--- src/rtl/memory_bus_arbiter.sv ---
// memory_bus_arbiter: round-robin request arbiter with registered output stage and ID-routed responses
module memory_bus_arbiter #(
   parameter int N_MASTERS       = 4,
   parameter int MASTER_ID_WIDTH = 8,
   parameter int ADDRESS_WIDTH   = 32,
   parameter int DATA_WIDTH      = 16,
   localparam int IDX_W          = (N_MASTERS > 1) ? $clog2(N_MASTERS) : 1
) (
   input  logic                                 clk,
   input  logic                                 rst,
   input  logic [N_MASTERS*MASTER_ID_WIDTH-1:0] up_msID,
   input  logic [N_MASTERS*ADDRESS_WIDTH-1:0]   up_msAddress,
   input  logic [N_MASTERS*DATA_WIDTH-1:0]      up_msData,
   input  logic [N_MASTERS-1:0]                 up_msWrite,
   input  logic [N_MASTERS-1:0]                 up_msValid,
   output logic [N_MASTERS-1:0]                 up_msTaken,
   output logic [N_MASTERS*MASTER_ID_WIDTH-1:0] up_smID,
   output logic [N_MASTERS*DATA_WIDTH-1:0]      up_smData,
   output logic [N_MASTERS-1:0]                 up_smValid,
   input  logic [N_MASTERS-1:0]                 up_smTaken,
   output logic [MASTER_ID_WIDTH-1:0]           dn_msID,
   output logic [ADDRESS_WIDTH-1:0]             dn_msAddress,
   output logic [DATA_WIDTH-1:0]                dn_msData,
   output logic                                 dn_msWrite,
   output logic                                 dn_msValid,
   input  logic                                 dn_msTaken,
   input  logic [MASTER_ID_WIDTH-1:0]           dn_smID,
   input  logic [DATA_WIDTH-1:0]                dn_smData,
   input  logic                                 dn_smValid,
   output logic                                 dn_smTaken,
   output logic                                 bad_id
);
   logic [IDX_W-1:0] last_grant;
   logic [IDX_W-1:0] winner;
   logic             found;
   logic             can_load;
   logic             grant;
   logic [IDX_W-1:0] sel;
   logic             routable;

   // rotating priority search starting just after the previous winner
   always_comb begin
      found  = 1'b0;
      winner = '0;
      for (int k = 1; k <= N_MASTERS; k++) begin
         if (!found && up_msValid[(int'(last_grant) + k) % N_MASTERS]) begin
            found  = 1'b1;
            winner = IDX_W'((int'(last_grant) + k) % N_MASTERS);
         end
      end
   end

   assign can_load   = !dn_msValid || dn_msTaken;
   assign grant      = can_load && found && !rst;
   assign up_msTaken = grant ? (N_MASTERS'(1) << winner) : '0;

   // output register: load the winner, drain on downstream accept, discard on reset
   always_ff @(posedge clk) begin
      if (rst) begin
         dn_msValid   <= 1'b0;
         dn_msID      <= '0;
         dn_msAddress <= '0;
         dn_msData    <= '0;
         dn_msWrite   <= 1'b0;
         last_grant   <= IDX_W'(N_MASTERS - 1);
      end else if (grant) begin
         dn_msValid   <= 1'b1;
         dn_msID      <= up_msID[int'(winner)*MASTER_ID_WIDTH +: MASTER_ID_WIDTH];
         dn_msAddress <= up_msAddress[int'(winner)*ADDRESS_WIDTH +: ADDRESS_WIDTH];
         dn_msData    <= up_msData[int'(winner)*DATA_WIDTH +: DATA_WIDTH];
         dn_msWrite   <= up_msWrite[winner];
         last_grant   <= winner;
      end else if (dn_msTaken) begin
         dn_msValid   <= 1'b0;
      end
   end

   assign sel        = dn_smID[IDX_W-1:0];
   assign routable   = int'(sel) < N_MASTERS;
   assign up_smID    = {N_MASTERS{dn_smID}};
   assign up_smData  = {N_MASTERS{dn_smData}};
   assign up_smValid = (routable && dn_smValid) ? (N_MASTERS'(1) << sel) : '0;
   assign dn_smTaken = routable ? up_smTaken[sel] : 1'b1;

   // sticky record of dropped responses whose ID names no master
   always_ff @(posedge clk) begin
      if (rst) bad_id <= 1'b0;
      else if (dn_smValid && !routable) bad_id <= 1'b1;
   end
endmodule

--- config.mk ---
export PLATFORM = sky130hd
export DESIGN_NAME = memory_bus_arbiter
export DESIGN_NICKNAME = d
export VERILOG_FILES = /design/src/rtl/memory_bus_arbiter.sv
export SDC_FILE = /design/constraint.sdc
export NUM_CORES = 1
export LEC_CHECK = 0
export BUFFER_PORTS_ARGS = -buffer_cell sky130_fd_sc_hd__buf_2
export CORE_AREA = 2 2 164 166
export DETAILED_ROUTE_END_ITERATION = 6
export DIE_AREA = 0 0 166 168
export GPL_ROUTABILITY_DRIVEN = 0
export SYNTH_ARGS = -nofsm -noshare
export SYNTH_HDL_FRONTEND = slang
export SYNTH_SLANG_ARGS = --single-unit
--- constraint.sdc ---
create_clock -name clk -period 2.32 [get_ports clk]
set_input_delay 0.464 -clock clk [delete_from_list [all_inputs] [get_ports clk]]
set_output_delay 0.464 -clock clk [all_outputs]
set_load 0.1 [all_outputs]
### Yosys cells after proc, flatten, opt, wreduce, memory -nomap -nowiden

Cells that the tools add are included.
W data, S select, Z words.

| operators by class | value |
|---|---|
| add/subtract/negate cells | 4 |
| magnitude comparators | 6 |
| shifts and indexed selects | 5 |
| mux-type cells | 28 |
| bitwise gates (word level) | 4 |
| reduce and logical (&&, ||, !) cells | 16 |

Operator list:

| kind | count |
|---|---|
| $shiftx A128 B8 Y32 | 1 |
| $shiftx A64 B7 Y16 | 1 |
| $shiftx A32 B6 Y8 | 1 |
| $lt A3 B4 Y1 const B | 4 |
| $mux W1 | 16 |
| $bmux W1 S2 | 6 |
| $mux W2 | 4 |
| $mux W4 | 2 |
| $reduce_or A2 Y1 | 4 |
| $shl A1 B2 Y4 const A | 2 |
| $lt A2 B3 Y1 const B | 2 |
| $logic_and A1 B1 Y1 | 5 |
| $logic_not A1 Y1 | 5 |
| $add A2 B1 Y2 const B | 2 |
| $add A2 B2 Y2 const B | 2 |
| $and A1 B1 Y1 const A | 4 |
| $reduce_bool A2 Y1 | 1 |
| $logic_or A1 B1 Y1 | 1 |

| storage, ports and cells | value |
|---|---|
| register bits | 60 |
| bits of input ports | 264 |

### Longest topological paths before layout

Gate-level depths: netlist of run 1.

| depth | value |
|---|---|
| word-level depth | 19 |
| gate-level depth with buffers | 8 |
| gate-level depth less buffers | 5 |

### Worst setup path before layout of run 1

No wires, ideal clock.

| path | value |
|---|---|
| path kind | flip-flop to output port |
| start | register dn_msValid |
| end | output up_msTaken[0] |
| arrival | 3085 ps |
| required time | 1856 ps |
| path slack | -1229 ps |
| stages on the path, launching flop included | 8 |
| path buffers | 3 |
| cell sequence | dfxtp_1 > nor2b_1 > or3_1 > buf_2 > a21o_1 > buf_4 > buf_4 > nor2_1 |

| between the ends | value |
|---|---|
| cells in the longest elaborated chain, start to end | 5 |

RTL lines:

| what | RTL line | RTL |
|---|---|---|
| from (decl) | 25 | `output logic dn_msValid,` |
| from (signal assigned) | 60 | `dn_msValid <= 1'b0;` |
| from (signal assigned) | 67 | `dn_msValid <= 1'b1;` |
| from (signal assigned) | 74 | `dn_msValid <= 1'b0;` |
| $logic_not A1 Y1 | 53 | `assign can_load = !dn_msValid \|\| dn_msTaken;` |
| $logic_or A1 B1 Y1 | 53 |  |
| $logic_and A1 B1 Y1 (2 in a row) | 54 | `assign grant = can_load && found && !rst;` |
| $mux W4 | 55 | `assign up_msTaken = grant ? (N_MASTERS'(1) << winner) : '0;` |
| to (decl) | 16 | `output logic [N_MASTERS-1:0] up_msTaken,` |

Every way passes these cells.

### Worst setup path after layout of run 1

| path | value |
|---|---|
| start | input up_msValid[3] |
| end | output up_msTaken[0] |

| between the ends | value |
|---|---|
| cells in the longest elaborated chain, start to end | 16 |
| elaborated cells between the ends (all ways) | 30 |
| classes of those cells | shift (1); mux (21); reduce/logical (8) |

RTL lines:

| what | RTL line | RTL |
|---|---|---|
| from (decl) | 15 | `input logic [N_MASTERS-1:0] up_msValid,` |
| $bmux W1 S2 | 46 | `if (!found && up_msValid[(int'(last_grant) + k) % N_MASTERS]) begin` |
| $mux W1 (implied by the code) (2 in a row) | 46 |  |
| $mux W1 | 46 |  |
| $logic_not A1 Y1 | 46 |  |
| $logic_and A1 B1 Y1 | 46 |  |
| $mux W1 | 46 |  |
| $logic_not A1 Y1 | 46 |  |
| $logic_and A1 B1 Y1 | 46 |  |
| $mux W1 | 46 |  |
| $logic_not A1 Y1 | 46 |  |
| $logic_and A1 B1 Y1 | 46 |  |
| $mux W1 | 46 |  |
| $logic_and A1 B1 Y1 (2 in a row) | 54 |  |
| $mux W4 * | 55 |  |

Mark *: on every way between the ends. The rest lies on a longest branch, timed or not. The select of a mux whose other input is x is not followed.

==> metrics.txt, run 1 <==
row cnt=60; Detailed Route WL=21,360 um; fin nets=1,068; Max transition margin=0.6409; clock skew=0.007859 ns; maximum fanout along the worst path=5; Max Cap Viol=0; hold path depth=3; CTS buffer count=9; largest stage delay on the critical path=0.39 ns; Pleak=3.353 nW; CP Class=in2out; Avg Synthesized Cell Area=8.540 um^2; commonest non-fill, non-tap cells in the layout=buf_2, mux2i_1, nand2b_1, dfxtp_1; Root Driver=clkbuf_16; Starting DRT DRC Count=297; Clock Pin Slew Worst Setup and Hold Paths=0.05 ns; Crit. End Element=output pin; chip height=168 um; Finish-stage setup viols=0; DR vias/cell=4.621; Final Max Slew Viols=0; Slowest cell on crit path=or3_1; Final ANT Viol Nets=0; switching part of the total power=0.4938; DP Area=6629 um^2; initial antenna violation count=0; ANT cells=0; unrepaired setup endpoints after global routing=no; combinational power share=0.527; Total GRT Usage=0.1467; critical path data required time=1.86 ns; Max Buffers Root-to-Sink=2; Mapped Area=5099 um^2; syn nets=861; largest net degree at the start of global routing=56; Vias=5,314; Final HPWL DP=16,210 um; IO Pins=428; fill count=2,848; net switching component of the power=2.955 mW; worst-margin pin slew=0.5424 ns; cell count after synthesis=597; Post-synth ARST share=0; crit path DAT=1.78 ns; hold crit path type=in2reg; final hold violations=0; Synth Register Bits=60; r2r endpoint=dn_msAddress[4]; sequential group share of total power=0.221; crit path time final=2.248 ns; core area=26,350 um^2; hold path endpoint=dn_msData[9]; CP cell instances=buf_2 > nor2b_2 > or3_1 > a21o_4 > nor2_2 > buf_12; Synth cell types=34; commonest non-fill, non-tap cell in the layout=buf_2; Main synth FF type=dfxtp_1; H-tree depth=3; layout cells sized above 1=0.5192; hold slack=0.4405 ns; number of synthesized flops with an enable pin=0; fin crit share=0.9691; first-pass GRT wire length=31,550 um; synth-to-layout area growth=36.74%; clk_lat worst skew=0.33 ns; P_int=3.029 mW; grt ovf=0; die area=27,890 um^2; crit path launch type=primary input; total number of clock tree sinks=60; DR WL/cell=18.57 um; I/O Buffers=316; clock group share of total power=0.252; DRC=0; Pre-antenna DRT Iters=5; CTS tree=built; FF-to-FF path depth=7; outcome=completed; fmax=444.8 MHz; Syn. warnings=0; reg-to-reg slack, setup=0.43 ns; Max VDD drop=0.4166 mV; pwr dens=858.3 nW/um^2; Initial Util=0.1935; final non-filler cell area=6972 um^2; number of global-route vias before repair=5,238; HP Start=up_msData[25]; post-synthesis sequential area ratio=0.2356; R2R Path Start=last_grant[1]; die width=166 um
synth_stat cells, types with 3 or more instances:
master    number  share of area
clkbuf_1      26          0.019
and3_1         4         0.0049
mux2i_1       59           0.12
a221oi_1      28          0.048
buf_4        105           0.15
a31oi_1       55          0.067
buf_6          4         0.0088
nand2_1        4         0.0029
o21ai_0        3         0.0029
nor2b_1        4         0.0049
nand2b_1      57          0.070
buf_2         17          0.017
a221oi_2      27          0.080
a211oi_2       6          0.015
inv_1         55          0.040
dfxtp_1       60           0.24
a211oi_1      49          0.072
and4_1         4         0.0069
nor2_1         9         0.0066
what timing repair did:
action,CTS,global route
endpoints found under the setup margin,2,3
gates resized for setup,3,3
hold buffers,0,0
buffers inserted,0,0
worst max-delay path, delay by kind of cell:
family	cells	cell delay, ns
and+or+nand+nor	3	0.72
AOI/OAI and AO/OA	1	0.26
buffers and inverters	2	0.33
worst max path at each step:
stage | cells after the start | end | from
2_1_floorplan | 7 | up_msTaken[0] | up_msValid[3]
3_3_place_gp | 6 | up_msTaken[0] | up_msValid[3]
3_5_place_dp | 6 | up_msTaken[0] | up_msValid[3]
4_1_cts | 5 | up_msTaken[0] | last_grant[0]
5_1_grt | 5 | up_msTaken[0] | dn_msValid
6_report | 6 | up_msTaken[0] | up_msValid[3]
per-stage QoR:
step / power, mW / TNS (ns) / worst slack [ns] / std cells / utilization
2_1_floorplan: 4.406 / -0.5504 / -0.4224 / 597 / -
3_3_place_gp: 4.490 / 0 / 0.06314 / 1134 / 0.2516
3_5_place_dp: 4.512 / 0 / 0.04500 / 1134 / 0.2516
4_1_cts: 6.075 / 0 / 0.006791 / 1150 / 0.2641
5_1_grt: 6.258 / 0 / 0.02709 / 1150 / 0.2646
6_report: 5.984 / 0 / 0.07166 / 1150 / 0.2646
sequential cells by signal, indices dropped and copies added (netlist names):
| register | flops |
|---|---|
| dn_msAddress | 32 |
| dn_msData | 16 |
| dn_msWrite | 1 |
| last_grant | 2 |
| dn_msValid | 1 |
| dn_msID | 8 |
layer usage:
metal | routed length [um] | GRT usage | vias up
met5 | 0 | 0 | -
met4 | 584 | 0.05822 | 0
met3 | 1666 | 0.04090 | 48
met2 | 10840 | 0.2674 | 286
met1 | 8263 | 0.1609 | 2483
li1 | - | - | 2497
power groups by stage:
stage / clock [mW] / sequential [mW] / combinational, mW
2_1_floorplan: 0 / 2.63 / 1.78
3_3_place_gp: 0 / 1.34 / 3.15
3_5_place_dp: 0 / 1.34 / 3.17
4_1_cts: 1.57 / 1.32 / 3.18
5_1_grt: 1.61 / 1.35 / 3.30
6_report: 1.51 / 1.32 / 3.15
cell families after synthesis:
logic type      after synthesis  share of synthesized area
compound gates              176                     0.2955
buf+inv                     210                     0.2420
flops                        60                     0.2356
mux                          60                     0.1202
other cells                   1                  0.0007355
simple gates                 90                     0.1060
final cells by class:
cell class / count / area (um^2) / area share
flip-flops and latches: 60 / 1207 / 0.1732
inverters: 56 / 210.2 / 0.03015
repair buffers: 350 / 2034 / 0.2918
clock buffers: 12 / 246.5 / 0.03536
multi-input cells: 327 / 2774 / 0.3979
well taps: 341 / 426.7 / 0.06120
clock inverters: 4 / 72.57 / 0.01041
Power figures use the tool's default switching activity.
==> inputs of run 2 (changes only) <==
--- a/config.mk
+++ b/config.mk
@@ -10,6 +10,7 @@
 export DETAILED_ROUTE_END_ITERATION = 6
 export DIE_AREA = 0 0 166 168
 export GPL_ROUTABILITY_DRIVEN = 0
+export PLACE_DENSITY = 0.47
 export SYNTH_ARGS = -nofsm -noshare
 export SYNTH_HDL_FRONTEND = slang
 export SYNTH_SLANG_ARGS = --single-unit
==> metrics.txt, run 2 (synthesis results as in run 1) <==
outcome=completed; Largest Register=dn_msAddress; clock skew=0.008373 ns (+0.0005141 ns); CTS Hold Bufs=0 (unchanged); CTS tree=built; FF-to-FF path depth=7 (unchanged); ANT cells=0 (unchanged); reg-to-reg slack, setup=0.37 ns (-0.06 ns); H-tree depth=3 (unchanged); total number of clock tree sinks=60 (unchanged); fill count=2,909 (+2.1%); crit path launch type=flop; critical path data required time=1.86 ns (about the same); largest net degree at the start of global routing=56 (unchanged); Setup Buffers After CTS=0 (unchanged); initial antenna violation count=0 (unchanged); fmax=443.2 MHz (-0.35%); Vias=5,214 (-1.9%); final hold violations=0 (unchanged); Starting DRT DRC Count=290 (-2.4%); Total GRT Usage=0.1467 (about the same); Detailed Route WL=21,360 um (about the same); Max Buffers Root-to-Sink=2 (unchanged); R2R Path Start=last_grant[0]; chip height=168 um (unchanged); commonest non-fill, non-tap cells in the layout=buf_2, mux2i_1, nand2b_1, dfxtp_1; die area=27,890 um^2 (unchanged); Pre-antenna DRT Iters=4 (-1); Initial Util=0.1935 (unchanged); Pleak=3.330 nW (-0.70%); first-pass GRT wire length=31,350 um (-0.61%); Max transition margin=0.6378 (-0.003116); DR WL/cell=18.62 um (+0.28%); die width=166 um (unchanged); crit path DAT=1.79 ns (about the same); Max VDD drop=0.3868 mV (-7.2%); I/O Buffers=316 (unchanged); Final Max Slew Viols=0 (unchanged); hold crit path type=in2reg; clk_lat worst skew=0.34 ns (about the same); commonest non-fill, non-tap cell in the layout=buf_2; DRC=0 (unchanged); r2r endpoint=dn_msData[7]; post-cts resize count=3 (unchanged); multi-input logic area=2778 um^2 (+0.14%); slack of the critical path=0.06369 ns (-0.007965 ns); row cnt=60 (unchanged); grt ovf=0 (unchanged); number of global-route vias before repair=5,146 (-1.8%); Finish-stage setup viols=0 (unchanged); CTS buffer count=9 (unchanged); worst slack, placed=0.003916 ns (-0.04108 ns); crit path time final=2.256 ns (+0.007965 ns); DR vias/cell=4.546 (-1.6%); synth-to-layout area growth=35.85%; hold path depth=3 (unchanged); Max Cap Viol=0 (unchanged); IO Pins=428 (unchanged); HP Start=up_msData[25]; pwr dens=858.8 nW/um^2 (about the same); layout cells sized above 1=0.5211 (+0.001932); core area=26,350 um^2 (unchanged); fin util=0.2629 (-0.001709); CP Class=reg2out; Clock Pin Slew Worst Setup and Hold Paths=0.06 ns (about the same); Crit. End Element=output pin; max reg flops=32 (unchanged); worst-margin pin slew=0.5434 ns (+0.0009434 ns); Final HPWL DP=15,950 um (-1.6%); unrepaired setup endpoints after global routing=no; fin crit share=0.9725 (+0.003433); Root Driver=clkbuf_16; Top Registers=dn_msAddress (32), dn_msData (16), dn_msID (8); fin nets=1,065 (-0.28%); hold path endpoint=dn_msData[9]; Final ANT Viol Nets=0 (unchanged); maximum fanout along the worst path=4 (-1); Register Area=1207 um^2 (unchanged)
## run 2: metal layers
metal	vias to the layer above	part of all wire	GRT usage
met4	0	0.023	0.05180
met1	2430	0.39	0.1617
met5	-	0	0
met2	258	0.52	0.2708
li1	2488	-	-
met3	38	0.074	0.03949
## run 2: where the power goes
group          leakage (nW)  switching (mW)  internal [mW]
clock                 0.149           0.552          0.942
combinational          2.68            2.31          0.827
sequential            0.505           0.103           1.22
total                  3.33            2.96           2.99
## run 2: worst max-delay path, stage by stage (launching register included)
cell     delay (ns)
dfxtp_4        0.33
nor2b_1        0.16
or3_4          0.38
a21o_2         0.25
nor2_2         0.14
buf_12         0.19
## run 2: worst max-delay path by stage
stage,from,to,slack (ns)
finish,dn_msValid,up_msTaken[0],0.06
detailed placement,up_msValid[3],dn_msData[5],0.004
CTS,last_grant[0],up_msTaken[0],0.007
global placement,up_msValid[3],dn_msData[5],0.01
global route,dn_msValid,up_msTaken[0],0.002
floorplan,up_msValid[3],up_msTaken[0],-0.42
## run 2: metrics by stage
stage | hold slack (ns) | cell area, um^2 | instances | total power, mW | TNS [ns]
final | 0.4273 | 6927 | 1147 | 5.949 | 0
after global routing | 0.4305 | 6927 | 1147 | 6.223 | 0
after CTS | 0.4116 | 6913 | 1147 | 6.036 | 0
after detailed placement | 0.4693 | 6581 | 1131 | 4.493 | 0
after global placement | 0.4698 | 6581 | 1131 | 4.483 | 0
after floorplan | 0.4590 | 5154 | 597 | 4.406 | -0.5504
## run 2: layout make-up
| cell class | instances | area share |
|---|---|---|
| Multi-Input combinational cell | 327 | 0.4010 |
| Clock inverter | 6 | 0.01283 |
| Inverter | 56 | 0.03035 |
| Tap cell | 341 | 0.06160 |
| Sequential cell | 60 | 0.1743 |
| Clock buffer | 10 | 0.03306 |
| Timing Repair Buffer | 347 | 0.2869 |
==> inputs of run 3 (changes only) <==
--- a/config.mk
+++ b/config.mk
@@ -6,11 +6,12 @@
 export NUM_CORES = 1
 export LEC_CHECK = 0
 export BUFFER_PORTS_ARGS = -buffer_cell sky130_fd_sc_hd__buf_2
-export CORE_AREA = 2 2 164 166
+export CORE_AREA = 2 2 168 170
+export CTS_BUF_LIST = sky130_fd_sc_hd__clkbuf_8
 export DETAILED_ROUTE_END_ITERATION = 6
-export DIE_AREA = 0 0 166 168
+export DIE_AREA = 0 0 170 172
 export GPL_ROUTABILITY_DRIVEN = 0
-export PLACE_DENSITY = 0.47
+export PLACE_DENSITY = 0.46
 export SYNTH_ARGS = -nofsm -noshare
 export SYNTH_HDL_FRONTEND = slang
 export SYNTH_SLANG_ARGS = --single-unit
==> constraint.sdc (replaced) <==
create_clock -name clk -period 2.7 [get_ports clk]
set_input_delay 0.54 -clock clk [delete_from_list [all_inputs] [get_ports clk]]
set_output_delay 0.54 -clock clk [all_outputs]
set_load 0.1 [all_outputs]
==> metrics.txt, run 3 (synthesis results as in run 1) <==
Setup Buffers After CTS=0 (unchanged); Root Driver=clkbuf_8; total number of clock tree sinks=60 (unchanged); worst setup path startpoint=up_msValid[3]; Final Max Slew Viols=0 (unchanged); max reg flops=32 (unchanged); first-pass GRT wire length=30,990 um (-1.1%); Starting DRT DRC Count=223 (-23%); crit path to=up_msTaken[0]; DRC=0 (unchanged); H-tree depth=3 (unchanged); final hold violations=0 (unchanged); Total GRT Usage=0.1434 (-0.003309); CTS buffer count=9 (unchanged); grt ovf=0 (unchanged); synth-to-layout area growth=32.39%; initial antenna violation count=1 (+1); DR vias/cell=4.563 (+0.37%); outcome=completed; die width=170 um (+2.4%); ANT cells=0 (unchanged); largest net degree at the start of global routing=56 (unchanged); DR WL/cell=19.50 um (+4.7%); reg-to-reg slack, setup=0.67 ns (+0.30 ns); largest stage delay on the critical path=0.48 ns (+0.10 ns); FF-to-FF path depth=7 (unchanged); I/O Buffers=316 (unchanged); Final ANT Viol Nets=0 (unchanged); Initial Util=0.1856 (-0.007930); fin nets=1,063 (-0.19%); die area=29,240 um^2 (+4.8%); Crit. End Element=output pin; unrepaired setup endpoints after global routing=no; Pre-antenna DRT Iters=4 (unchanged); Vias=5,247 (+0.63%); Top Registers=dn_msAddress (32), dn_msData (16), dn_msID (8); CTS Hold Bufs=0 (unchanged); CP Buf/Inv Count=2 (+1); Max transition margin=0.6555 (+0.01774); slack of the critical path=0.2999 ns (+0.2362 ns); commonest non-fill, non-tap cells in the layout=buf_2, mux2i_1, dfxtp_1; DP Area=6514 um^2 (-1.0%); CP cell instances=buf_2 > nor4_1 > or3_4 > a21o_2 > nor2_2 > buf_12; Finish-stage setup viols=0 (unchanged); worst slack, placed=0.2456 ns (+0.2416 ns); Max Buffers Root-to-Sink=2 (unchanged); R2R Path Start=last_grant[1]; fmax=416.7 MHz; Slowest cell on crit path=nor4_1; core area=27,480 um^2 (+4.3%); CTS tree=built; fill count=3,045 (+4.7%); Detailed Route WL=22,420 um (+5.0%); CP Class=in2out; Max VDD drop=0.3020 mV (-22%); hold crit path type=reg2reg; Largest Register=dn_msAddress; clock skew=0.01259 ns (+0.004218 ns); Clock Pin Slew Worst Setup and Hold Paths=0.08 ns (+0.02 ns); Crit path max-delay family=simple AND/OR/NAND/NOR gates; layout cells sized above 1=0.5100 (-0.01114); crit path DAT=1.86 ns (+0.07 ns); final non-filler cell area=6750 um^2 (-2.5%); total power=4.849 mW (-18%); Max Cap Viol=0 (unchanged); row cnt=61 (+1.7%); Final HPWL DP=16,710 um (+4.7%); critical path data required time=2.16 ns (+0.30 ns); commonest non-fill, non-tap cell in the layout=buf_2; crit path time final=2.400 ns; chip height=172 um (+2.4%); Levels on crit path=6 (+1); worst-margin pin slew=0.5167 ns (-0.02661 ns); IO Pins=428 (unchanged); clk_lat worst skew=0.35 ns (about the same); maximum fanout along the worst path=5 (+1); r2r endpoint=dn_msAddress[6]; number of global-route vias before repair=5,163 (+0.33%); post-cts resize count=0 (-3); crit path launch type=primary input; pwr dens=718.3 nW/um^2 (-16%); Pleak=3.262 nW (-2.0%); fin crit share=0.8889
-- run 3: cell types whose count changed in the layout (fill, tap and decap cells not counted), sizes merged --
cell,delta
buf,-2
clkbuf,+2
clkinv,-2
clkinvlp,-1
inv,+1
-- run 3: metal layers --
metal | vias up | share of wire | track usage
met2 | 265 | 0.50 | 0.2639
met4 | 0 | 0.027 | 0.05797
met1 | 2451 | 0.39 | 0.1574
li1 | 2482 | - | -
met3 | 49 | 0.076 | 0.03662
met5 | - | 0 | 0
-- run 3: power by group --
group / internal, mW / total [mW] / switching [mW]
Clock: 0.594 / 1.05 / 0.453
Combinational: 0.677 / 2.67 / 1.99
Sequential: 1.05 / 1.13 / 0.0884
Total: 2.32 / 4.85 / 2.53
-- run 3: worst reg2reg max path: stages (launching register included) --
cell      delay (ns)
dfxtp_1         0.44
inv_2           0.05
or3_1           0.39
buf_4           0.18
nand3_2         0.17
buf_4           0.38
a211oi_1        0.11
a221oi_1        0.21
-- run 3: worst min-delay path by stage --
stage               startpoint              end  slack [ns]  depth (start not counted)
4_1_cts          up_msData[26]    dn_msData[10]        0.46                          3
3_3_place_gp     dn_msData[10]    dn_msData[10]        0.46                          2
5_1_grt          up_msData[26]    dn_msData[10]        0.49                          3
3_5_place_dp     dn_msData[10]    dn_msData[10]        0.47                          2
6_report       dn_msAddress[5]  dn_msAddress[5]        0.48                          2
2_1_floorplan    last_grant[1]    last_grant[1]        0.46                          2
-- run 3: cell type report --
cell class                      count  area, um^2  area share
Multi-Input combinational cell    327        2746      0.4069
Timing Repair Buffer              345        1922      0.2847
Sequential cell                    60        1202      0.1781
Tap cell                          346       432.9     0.06413
Inverter                           56       210.2     0.03114
Clock buffer                       12       165.2     0.02447
Clock inverter                      4       71.32     0.01057
-- run 3: per-stage QoR --
step | util | cells | setup TNS, ns | hold slack [ns]
after floorplan | - | 597 | -0.2691 | 0.4590
after global placement | 0.2371 | 1134 | 0 | 0.4627
after detailed placement | 0.2371 | 1134 | 0 | 0.4711
after CTS | 0.2457 | 1150 | 0 | 0.4584
after global routing | 0.2457 | 1150 | 0 | 0.4868
final | 0.2457 | 1150 | 0 | 0.4828
